File: src/rtl/traffic_pkg.sv
// rtl/traffic_pkg.sv - shared phase enum, init one-hot indices and default reload values
package traffic_pkg;

    typedef enum logic [1:0] {
        PH_GREEN  = 2'd0,
        PH_YELLOW = 2'd1,
        PH_RED    = 2'd2,
        PH_FLASH  = 2'd3
    } phase_t;

    localparam int GREEN_IDX  = 0;
    localparam int YELLOW_IDX = 1;
    localparam int RED_IDX    = 2;

    localparam int DEF_GREEN_T       = 14;
    localparam int DEF_YELLOW_T      = 2;
    localparam int DEF_RED_T         = 17;
    localparam int DEF_PED_MIN_GREEN = 4;

endpackage

File: src/rtl/traffic_phase_ctrl_light_counter.sv
// rtl/traffic_phase_ctrl_light_counter.sv - phase countdown with one-hot reload taking priority over decrement
module Light_Counter
    import traffic_pkg::*;
#(
    parameter int pGREEN_INIT_VAL  = DEF_GREEN_T,
    parameter int pYELLOW_INIT_VAL = DEF_YELLOW_T,
    parameter int pRED_INIT_VAL    = DEF_RED_T,
    parameter int pCNT_WIDTH       = $clog2(DEF_RED_T + 1)
) (
    input  logic                  clk,
    input  logic                  rst_n,
    input  logic                  en,
    input  logic [2:0]            init,
    output logic [pCNT_WIDTH-1:0] cnt,
    output logic                  last
);

    assign last = (cnt == '0);

    // Reload on init, otherwise count down on en and hold at zero
    always_ff @(posedge clk or negedge rst_n) begin
        if (!rst_n) begin
            cnt <= pCNT_WIDTH'(pYELLOW_INIT_VAL);
        end else if (init[RED_IDX]) begin
            cnt <= pCNT_WIDTH'(pRED_INIT_VAL);
        end else if (init[YELLOW_IDX]) begin
            cnt <= pCNT_WIDTH'(pYELLOW_INIT_VAL);
        end else if (init[GREEN_IDX]) begin
            cnt <= pCNT_WIDTH'(pGREEN_INIT_VAL);
        end else if (en && !last) begin
            cnt <= cnt - 1'b1;
        end
    end

endmodule

File: src/rtl/traffic_phase_ctrl.sv
// rtl/traffic_phase_ctrl.sv - intersection phase sequencer with pedestrian cut; optional TLC_NIGHT_FLASH_EN
module traffic_phase_ctrl
    import traffic_pkg::*;
#(
    parameter int GREEN_T       = DEF_GREEN_T,
    parameter int YELLOW_T      = DEF_YELLOW_T,
    parameter int RED_T         = DEF_RED_T,
    parameter int CNT_WIDTH     = $clog2(RED_T + 1),
    parameter int PED_MIN_GREEN = DEF_PED_MIN_GREEN
) (
    input  logic                 clk,
    input  logic                 rst_n,
    input  logic                 tick,
    input  logic                 run,
    input  logic                 ped_req,
`ifdef TLC_NIGHT_FLASH_EN
    input  logic                 night_mode,
`endif
    output logic                 lamp_g,
    output logic                 lamp_y,
    output logic                 lamp_r,
    output logic                 ped_walk,
    output logic [CNT_WIDTH-1:0] cnt_out,
    output logic                 phase_done
);

    // A pending request may cut GREEN once the count is at or below this value
    localparam logic [CNT_WIDTH-1:0] CUT_AT = CNT_WIDTH'(GREEN_T - PED_MIN_GREEN);

    phase_t         state;
    phase_t         nxt;
    logic           fire;
    logic           adv;
    logic           last;
    logic           en;
    logic [2:0]     init;
    logic           ped_pend;

    assign adv = tick & run;

    // Decide whether a phase boundary fires this cycle and which phase follows
    always_comb begin
        fire = 1'b0;
        nxt  = state;
        case (state)
            PH_YELLOW: if (adv && last) begin
                fire = 1'b1;
                nxt  = PH_RED;
            end
            PH_RED: if (adv && last) begin
                fire = 1'b1;
                nxt  = PH_GREEN;
            end
            PH_GREEN: if (adv && (last || (ped_pend && (cnt_out <= CUT_AT)))) begin
                fire = 1'b1;
                nxt  = PH_YELLOW;
            end
`ifdef TLC_NIGHT_FLASH_EN
            PH_FLASH: if (adv && !night_mode) begin
                fire = 1'b1;
                nxt  = PH_RED;
            end
`endif
            default: begin
                fire = 1'b0;
                nxt  = state;
            end
        endcase
`ifdef TLC_NIGHT_FLASH_EN
        if (fire && (state != PH_FLASH) && night_mode) begin
            nxt = PH_FLASH;
        end
`endif
    end

    // Reload one-hot for the phase being entered; FLASH has no reload
    always_comb begin
        init = 3'b000;
        if (fire) begin
            case (nxt)
                PH_GREEN:  init[GREEN_IDX]  = 1'b1;
                PH_YELLOW: init[YELLOW_IDX] = 1'b1;
                PH_RED:    init[RED_IDX]    = 1'b1;
                default:   init = 3'b000;
            endcase
        end
    end

`ifdef TLC_NIGHT_FLASH_EN
    assign en = adv && (state != PH_FLASH) && (nxt != PH_FLASH);
`else
    assign en = adv;
`endif

    Light_Counter #(
        .pGREEN_INIT_VAL  (GREEN_T),
        .pYELLOW_INIT_VAL (YELLOW_T),
        .pRED_INIT_VAL    (RED_T),
        .pCNT_WIDTH       (CNT_WIDTH)
    ) u_light_counter (
        .clk   (clk),
        .rst_n (rst_n),
        .en    (en),
        .init  (init),
        .cnt   (cnt_out),
        .last  (last)
    );

    // Phase register, registered lamps, pedestrian latch/walk and boundary pulse
    always_ff @(posedge clk or negedge rst_n) begin
        if (!rst_n) begin
            state      <= PH_YELLOW;
            lamp_g     <= 1'b0;
            lamp_y     <= 1'b1;
            lamp_r     <= 1'b0;
            ped_pend   <= 1'b0;
            ped_walk   <= 1'b0;
            phase_done <= 1'b0;
        end else begin
            phase_done <= fire;
            if (fire) begin
                state    <= nxt;
                lamp_g   <= (nxt == PH_GREEN);
                lamp_y   <= (nxt == PH_YELLOW) || (nxt == PH_FLASH);
                lamp_r   <= (nxt == PH_RED);
                ped_walk <= (nxt == PH_RED) ? ped_pend : 1'b0;
            end
`ifdef TLC_NIGHT_FLASH_EN
            else if ((state == PH_FLASH) && adv) begin
                lamp_y <= ~lamp_y;
            end
`endif
            if (fire && (nxt == PH_GREEN)) begin
                ped_pend <= 1'b0;
            end else if (ped_req && (state != PH_RED)) begin
                ped_pend <= 1'b1;
            end
        end
    end

endmodule

File: config.mk
export PLATFORM = sky130hd
export DESIGN_NAME = traffic_phase_ctrl
export DESIGN_NICKNAME = d
export VERILOG_FILES = /design/src/rtl/traffic_pkg.sv /design/src/rtl/traffic_phase_ctrl_light_counter.sv /design/src/rtl/traffic_phase_ctrl.sv
export SDC_FILE = /design/constraint.sdc
export NUM_CORES = 1
export LEC_CHECK = 0
export ABC_CLOCK_PERIOD_IN_PS = 2800
export CAP_MARGIN = 0
export CORE_UTILIZATION = 35
export CTS_CLUSTER_DIAMETER = 30
export CTS_CLUSTER_SIZE = 10
export DETAILED_ROUTE_END_ITERATION = 10
export GPL_ROUTABILITY_DRIVEN = 0
export SLEW_MARGIN = 20
export SYNTH_ARGS = -nofsm -noshare
export SYNTH_HDL_FRONTEND = slang
export SYNTH_SLANG_ARGS = --single-unit
export TNS_END_PERCENT = 30
File: constraint.sdc
create_clock -name clk -period 2.8 [get_ports clk]
set_input_delay 0.84 -clock clk [delete_from_list [all_inputs] [get_ports clk]]
set_output_delay 0.84 -clock clk [all_outputs]
set_load 0.03 [all_outputs]
==> metrics.txt, run 1 <==
final-report max-slew violation count=0; clock tree from TritonCTS=yes; CTS buffer count=3; synthesized netlist cell count=81; Pwr Total=1120 uW; wire per inst=13.5 um; die outline width=50.4 um; area of the die=2540 um2; syn_area_per_cell=10.1 um2; mapped cell area=818 um2; vias post-DR=653; count of flip-flops with a built-in enable after synthesis=0; critical-path cell list=clkdlybuf4s50_1 > nand2_1 > nor3b_1 > a21oi_2 > a31oi_2 > nor2_1 > a21o_2; number of placement rows=17; wire length of the first global-routing pass=3000 um; core box area=2210 um2; RSZ-0062 raised after global routing=no; H-tree depth=1; top cells by instance count after synthesis=a21oi_1 (10), dfrtp_1 (10), ha_1 (8); Most used DFF post-synth=dfrtp_1; leakage=0.000427 uW; hold depth=1; Top delay family on crit path=compound AO/OA/AOI/OAI gates; post-layout util=45.9%; Worst Hold Endpoint=lamp_g; post-cts resize count=0; area leader, netlist=dfrtp_1; reg2reg end=lamp_r; power density over the cells=1100 nW/um2; total count of hold-check failures in the final report=0; Initial Utilization=37.0%; clock sink count=13; critical hold path startpoint=lamp_g; net count after synthesis=94; count of synthesis-stage warnings from yosys=0; Via-to-Cell Ratio=5.14; dpl hpwl=1320 um; critical path class=input port to flop; Critical Path Slowest Stage Cell=clkdlybuf4s50_1; top cells by area, synth=dfrtp_1 (31%), ha_1 (12%), dfstp_2 (9.6%); final number of setup-violating endpoints=0; depth of the critical timing path with buffers and inverters included=7; arrival time worst endpoint=2.58 ns; count of nets after finishing=113; Yosys reg bits=13; count of antenna-violating nets left after detailed routing=0; height of the die=50.4 um; fraction of registers with async set/reset=100%; area added between synthesis and finish=24.2%; fin crit share=86.4%; routed wire length=1710 um; n_diodes=0; buffer and inverter count on the worst path=1; cts hold-fix bufs=0; Worst IR Drop VDD=0.654 mV; origin of the critical flop-to-flop path=u_light_counter.cnt[0]; initial drt markers=12; Worst EP required=2.96 ns; sequential area share after synthesis=40.2%; worst-case clock buffer depth=2; DRC errors left=0; setup tns final=0 ns; number of global-route vias before repair=631; Register-to-Register Setup Slack=0.43 ns; HP Class=flop to flop; number of different library cells in the post-synthesis netlist=34; transition time at the pin with the least slew margin=0.554 ns; Clock Pin Slew Worst Setup and Hold Paths=0.08 ns; layout cells sized above 1=16.2%; type of origin of the critical path=input port; fraction of synthesized cell area taken by the top area cell type=30.6%; slew margin rel.=63.0%; clock skew=0.00881 ns; Max Clock Freq=0.413 GHz; cell chosen for the clock root=clkbuf_4; delay of the slowest cell on the worst path=0.50 ns; Clock Latency Late Sink=0.28 ns; gr ovfl total=0; status=complete, no violations; IO buf count=14; Ports=15; Post-CTS Setup Inserts=0; cells on worst reg2reg path=8; DR pass1 iterations=4; total of max-cap violations=0; total global routing track utilization=16.0%; critical path endpoint category=flop; antenna violations before repair=0; top fanout value on the critical path=5; Fill cells=234; time the worst path needs with I/O delays and setup=2.42 ns; pin count of the biggest net entering global routing=14
-- area by class of cell --
class	instances	area, um2	area share [%]
Multi-Input combinational cell	61	455	44.8
Tap cell	28	35.0	3.45
Timing Repair Buffer	15	148	14.5
Inverter	6	22.5	2.22
Clock buffer	4	26.3	2.59
Sequential cell	13	329	32.4
-- report_power, final --
| group | switching, uW | internal [uW] |
|---|---|---|
| sequential | 83.0 | 280 |
| combinational | 372 | 271 |
| clock | 57.9 | 55.2 |
-- through the flow --
step | hold WS (ns) | cells | area [um2] | setup slack (ns)
2_1_floorplan | 0.481 | 81 | 818 | 0.545
3_3_place_gp | 0.477 | 123 | 990 | 0.193
3_5_place_dp | 0.483 | 123 | 990 | 0.108
4_1_cts | 0.509 | 127 | 1020 | 0.389
5_1_grt | 0.516 | 127 | 1020 | 0.229
6_report | 0.505 | 127 | 1020 | 0.380
-- how the worst max path moves through the flow --
stage	startpoint	to	slack (ns)
5_1_grt	run	u_light_counter.cnt[0]	0.23
2_1_floorplan	u_light_counter.cnt[0]	lamp_r	0.54
4_1_cts	run	lamp_r	0.39
3_5_place_dp	run	lamp_r	0.11
6_report	tick	lamp_r	0.38
3_3_place_gp	tick	ped_walk	0.19
-- cell usage in the layout (no fill, tap or decap), drive strengths merged, types with 2 or more instances in the layout --
cell / count
xnor2: 3
dfstp: 3
nand3: 2
o21ai: 7
clkbuf: 4
clkdlybuf4s50: 14
dfrtp: 10
nor2: 6
a21o: 2
ha: 8
inv: 6
a21oi: 11
o21a: 3
nand2: 3
-- flip-flops by register name, indices dropped and copies added (netlist names) --
register and count:
u_light_counter.cnt 5, ped_walk 1, lamp_g 1, lamp_y 1, lamp_r 1, ped_pend 1
phase_done 1, state 2
-- routing by layer --
| metal | global-route usage, % | routed length, um | vias to the layer above | share of wire [%] |
|---|---|---|---|---|
| li1 | - | - | 327 | - |
| met2 | 21.3 | 692 | 12 | 40 |
| met1 | 23.3 | 918 | 309 | 54 |
| met5 | 0 | 0 | - | 0 |
| met4 | 9.72 | 38 | 0 | 2.2 |
| met3 | 3.03 | 63 | 5 | 3.7 |
-- cells by family after synthesis --
family	Yosys count	share of synthesized area (%)
buffers and inverters	7	4.13
and+or+nand+nor	21	16.4
adders and majority gates	8	12.2
AOI/OAI and AO/OA	28	22.8
xor gates and xnor gates	4	4.28
DFF	13	40.2
-- worst reg2reg max path: stages, from the launching register on --
cell,delay [ns]
dfrtp_1,0.40
inv_1,0.15
ha_1,0.16
or4b_1,0.59
o21ai_0,0.26
a2bb2oi_2,0.11
a31oi_2,0.29
nor2_1,0.11
a21o_2,0.19
Power figures use the tool's default switching activity.
==> run 2, diff against run 1 <==
- ABC_CLOCK_PERIOD_IN_PS: 2800 -> 2900
- CORE_MARGIN: default -> 2
- clock period: 2.8 -> 2.9 ns (I/O delays scaled with it)
==> run 2 against run 1 <==
Effect of this change:
- clock power is essentially flat
- critical path depth stayed put
- final area unchanged
- combinational power fell by 5.0%
- sequential power decreased by 4%
- hold slack lost 0.0025 ns
==> metrics.txt, run 2 (synthesized netlist as in run 1, its figures left out) <==
Max Clock Freq=0.416 GHz; number of placement rows=17; dpl hpwl=1260 um; Post-CTS Setup Inserts=0; dpl cell area=990 um2; Worst IR Drop VDD=0.447 mV; wire per inst=13.3 um; Clock Latency Late Sink=0.28 ns; H-tree depth=1; number of global-route vias before repair=591; Top delay family on crit path=compound AO/OA/AOI/OAI gates; Initial Utilization=37.0%; core box area=2210 um2; slew margin rel.=61.8%; fin crit share=82.8%; cts hold-fix bufs=0; type of origin of the critical path=input port; count of antenna-violating nets left after detailed routing=0; clock skew=0.00302 ns; count of nets after finishing=113; critical-path cell list=clkdlybuf4s50_1 > nand2_1 > nor3b_1 > a21oi_2 > a31oi_2 > nor2_1 > a22o_1; initial drt markers=6; DR pass1 iterations=3; worst-case clock buffer depth=2; status=complete, no violations; worst slack at placement=0.250 ns; layout cells sized above 1=16.2%; Post-Layout Inst Area=1020 um2; Via-to-Cell Ratio=5.21; area of the die=2740 um2; setup tns final=0 ns; HP Class=flop to flop; final number of setup-violating endpoints=0; Register-to-Register Setup Slack=0.57 ns; Critical Path Slowest Stage Cell=clkdlybuf4s50_1; routed wire length=1690 um; time the worst path needs with I/O delays and setup=2.40 ns; total count of hold-check failures in the final report=0; max reg flops=5; transition time at the pin with the least slew margin=0.572 ns; die outline width=52.4 um; height of the die=52.4 um; Pwr Total=1070 uW; critical path class=input port to flop; antenna violations before repair=0; buffer and inverter count on the worst path=1; leakage=0.000427 uW; DRC errors left=0; power density over the cells=1060 nW/um2; arrival time worst endpoint=2.57 ns; total of max-cap violations=0; wire length of the first global-routing pass=2770 um; IO buf count=14; clock sink count=13; post-layout util=45.9%; leading cell types in the layout, fill and taps excluded=clkdlybuf4s50_1 (14), a21oi_1 (10), dfrtp_1 (10); final worst-path setup slack=0.498 ns; vias post-DR=662; post-cts resize count=0; n_diodes=0; CTS buffer count=3; RSZ-0062 raised after global routing=no; pin count of the biggest net entering global routing=14; gr ovfl total=0; Largest regs=u_light_counter.cnt: 5 flops, state: 2 flops; Worst EP required=3.07 ns; total global routing track utilization=13.7%; clock tree from TritonCTS=yes; Top reg by flops=u_light_counter.cnt; final-report max-slew violation count=0; Clock Pin Slew Worst Setup and Hold Paths=0.08 ns; Ports=15; delay of the slowest cell on the worst path=0.50 ns; area added between synthesis and finish=24.2%; critical path endpoint category=flop; top fanout value on the critical path=5; cell chosen for the clock root=clkbuf_4; leading cell type in the layout, fill and taps excluded=clkdlybuf4s50_1
[run 2: metal layers]
metal / vias to the layer above / track usage [%] / routed length, um
met5: - / 0 / 0
met4: 0 / 7.69 / 40
met2: 14 / 19.0 / 715
met3: 6 / 2.00 / 53
met1: 315 / 20.1 / 884
li1: 327 / - / -
[run 2: worst paths after layout]
path / cells after the start / to / from
min: 1 / lamp_g / lamp_g
max reg2reg: 8 / ped_walk / u_light_counter.cnt[0]
min in group asynchronous: 1 / lamp_r / rst_n
max: 7 / ped_walk / tick
max in group asynchronous: 1 / state[0] / rst_n
min reg2reg: 1 / lamp_g / lamp_g
[run 2: cell type report]
cell class / count / area [um2]
Timing Repair Buffer: 15 / 148
Multi-Input combinational cell: 61 / 455
Sequential cell: 13 / 329
Clock buffer: 4 / 26.3
Fill cell: 235 / 1200
Tap cell: 28 / 35.0
Inverter: 6 / 22.5
[run 2: worst reg2reg max path, stage by stage (launching register included)]
cell and delay, ns:
dfrtp_1 0.40, inv_1 0.15, ha_1 0.15, or4b_1 0.58, o21ai_0 0.28, a2bb2oi_2 0.10, a31oi_2 0.25, nor2_1 0.11
a22o_1 0.20
[run 2: power by group]
group	internal, uW	leakage (uW)	switching, uW
clock network	53.4	0.0000150	60.1
logic	262	0.000259	349
registers	270	0.000154	80.2
[run 2: stage by stage]
| step | cells | hold slack, ns |
|---|---|---|
| after floorplan | 81 | 0.481 |
| after global placement | 123 | 0.478 |
| after detailed placement | 123 | 0.479 |
| after CTS | 127 | 0.510 |
| after global routing | 127 | 0.525 |
| final | 127 | 0.503 |
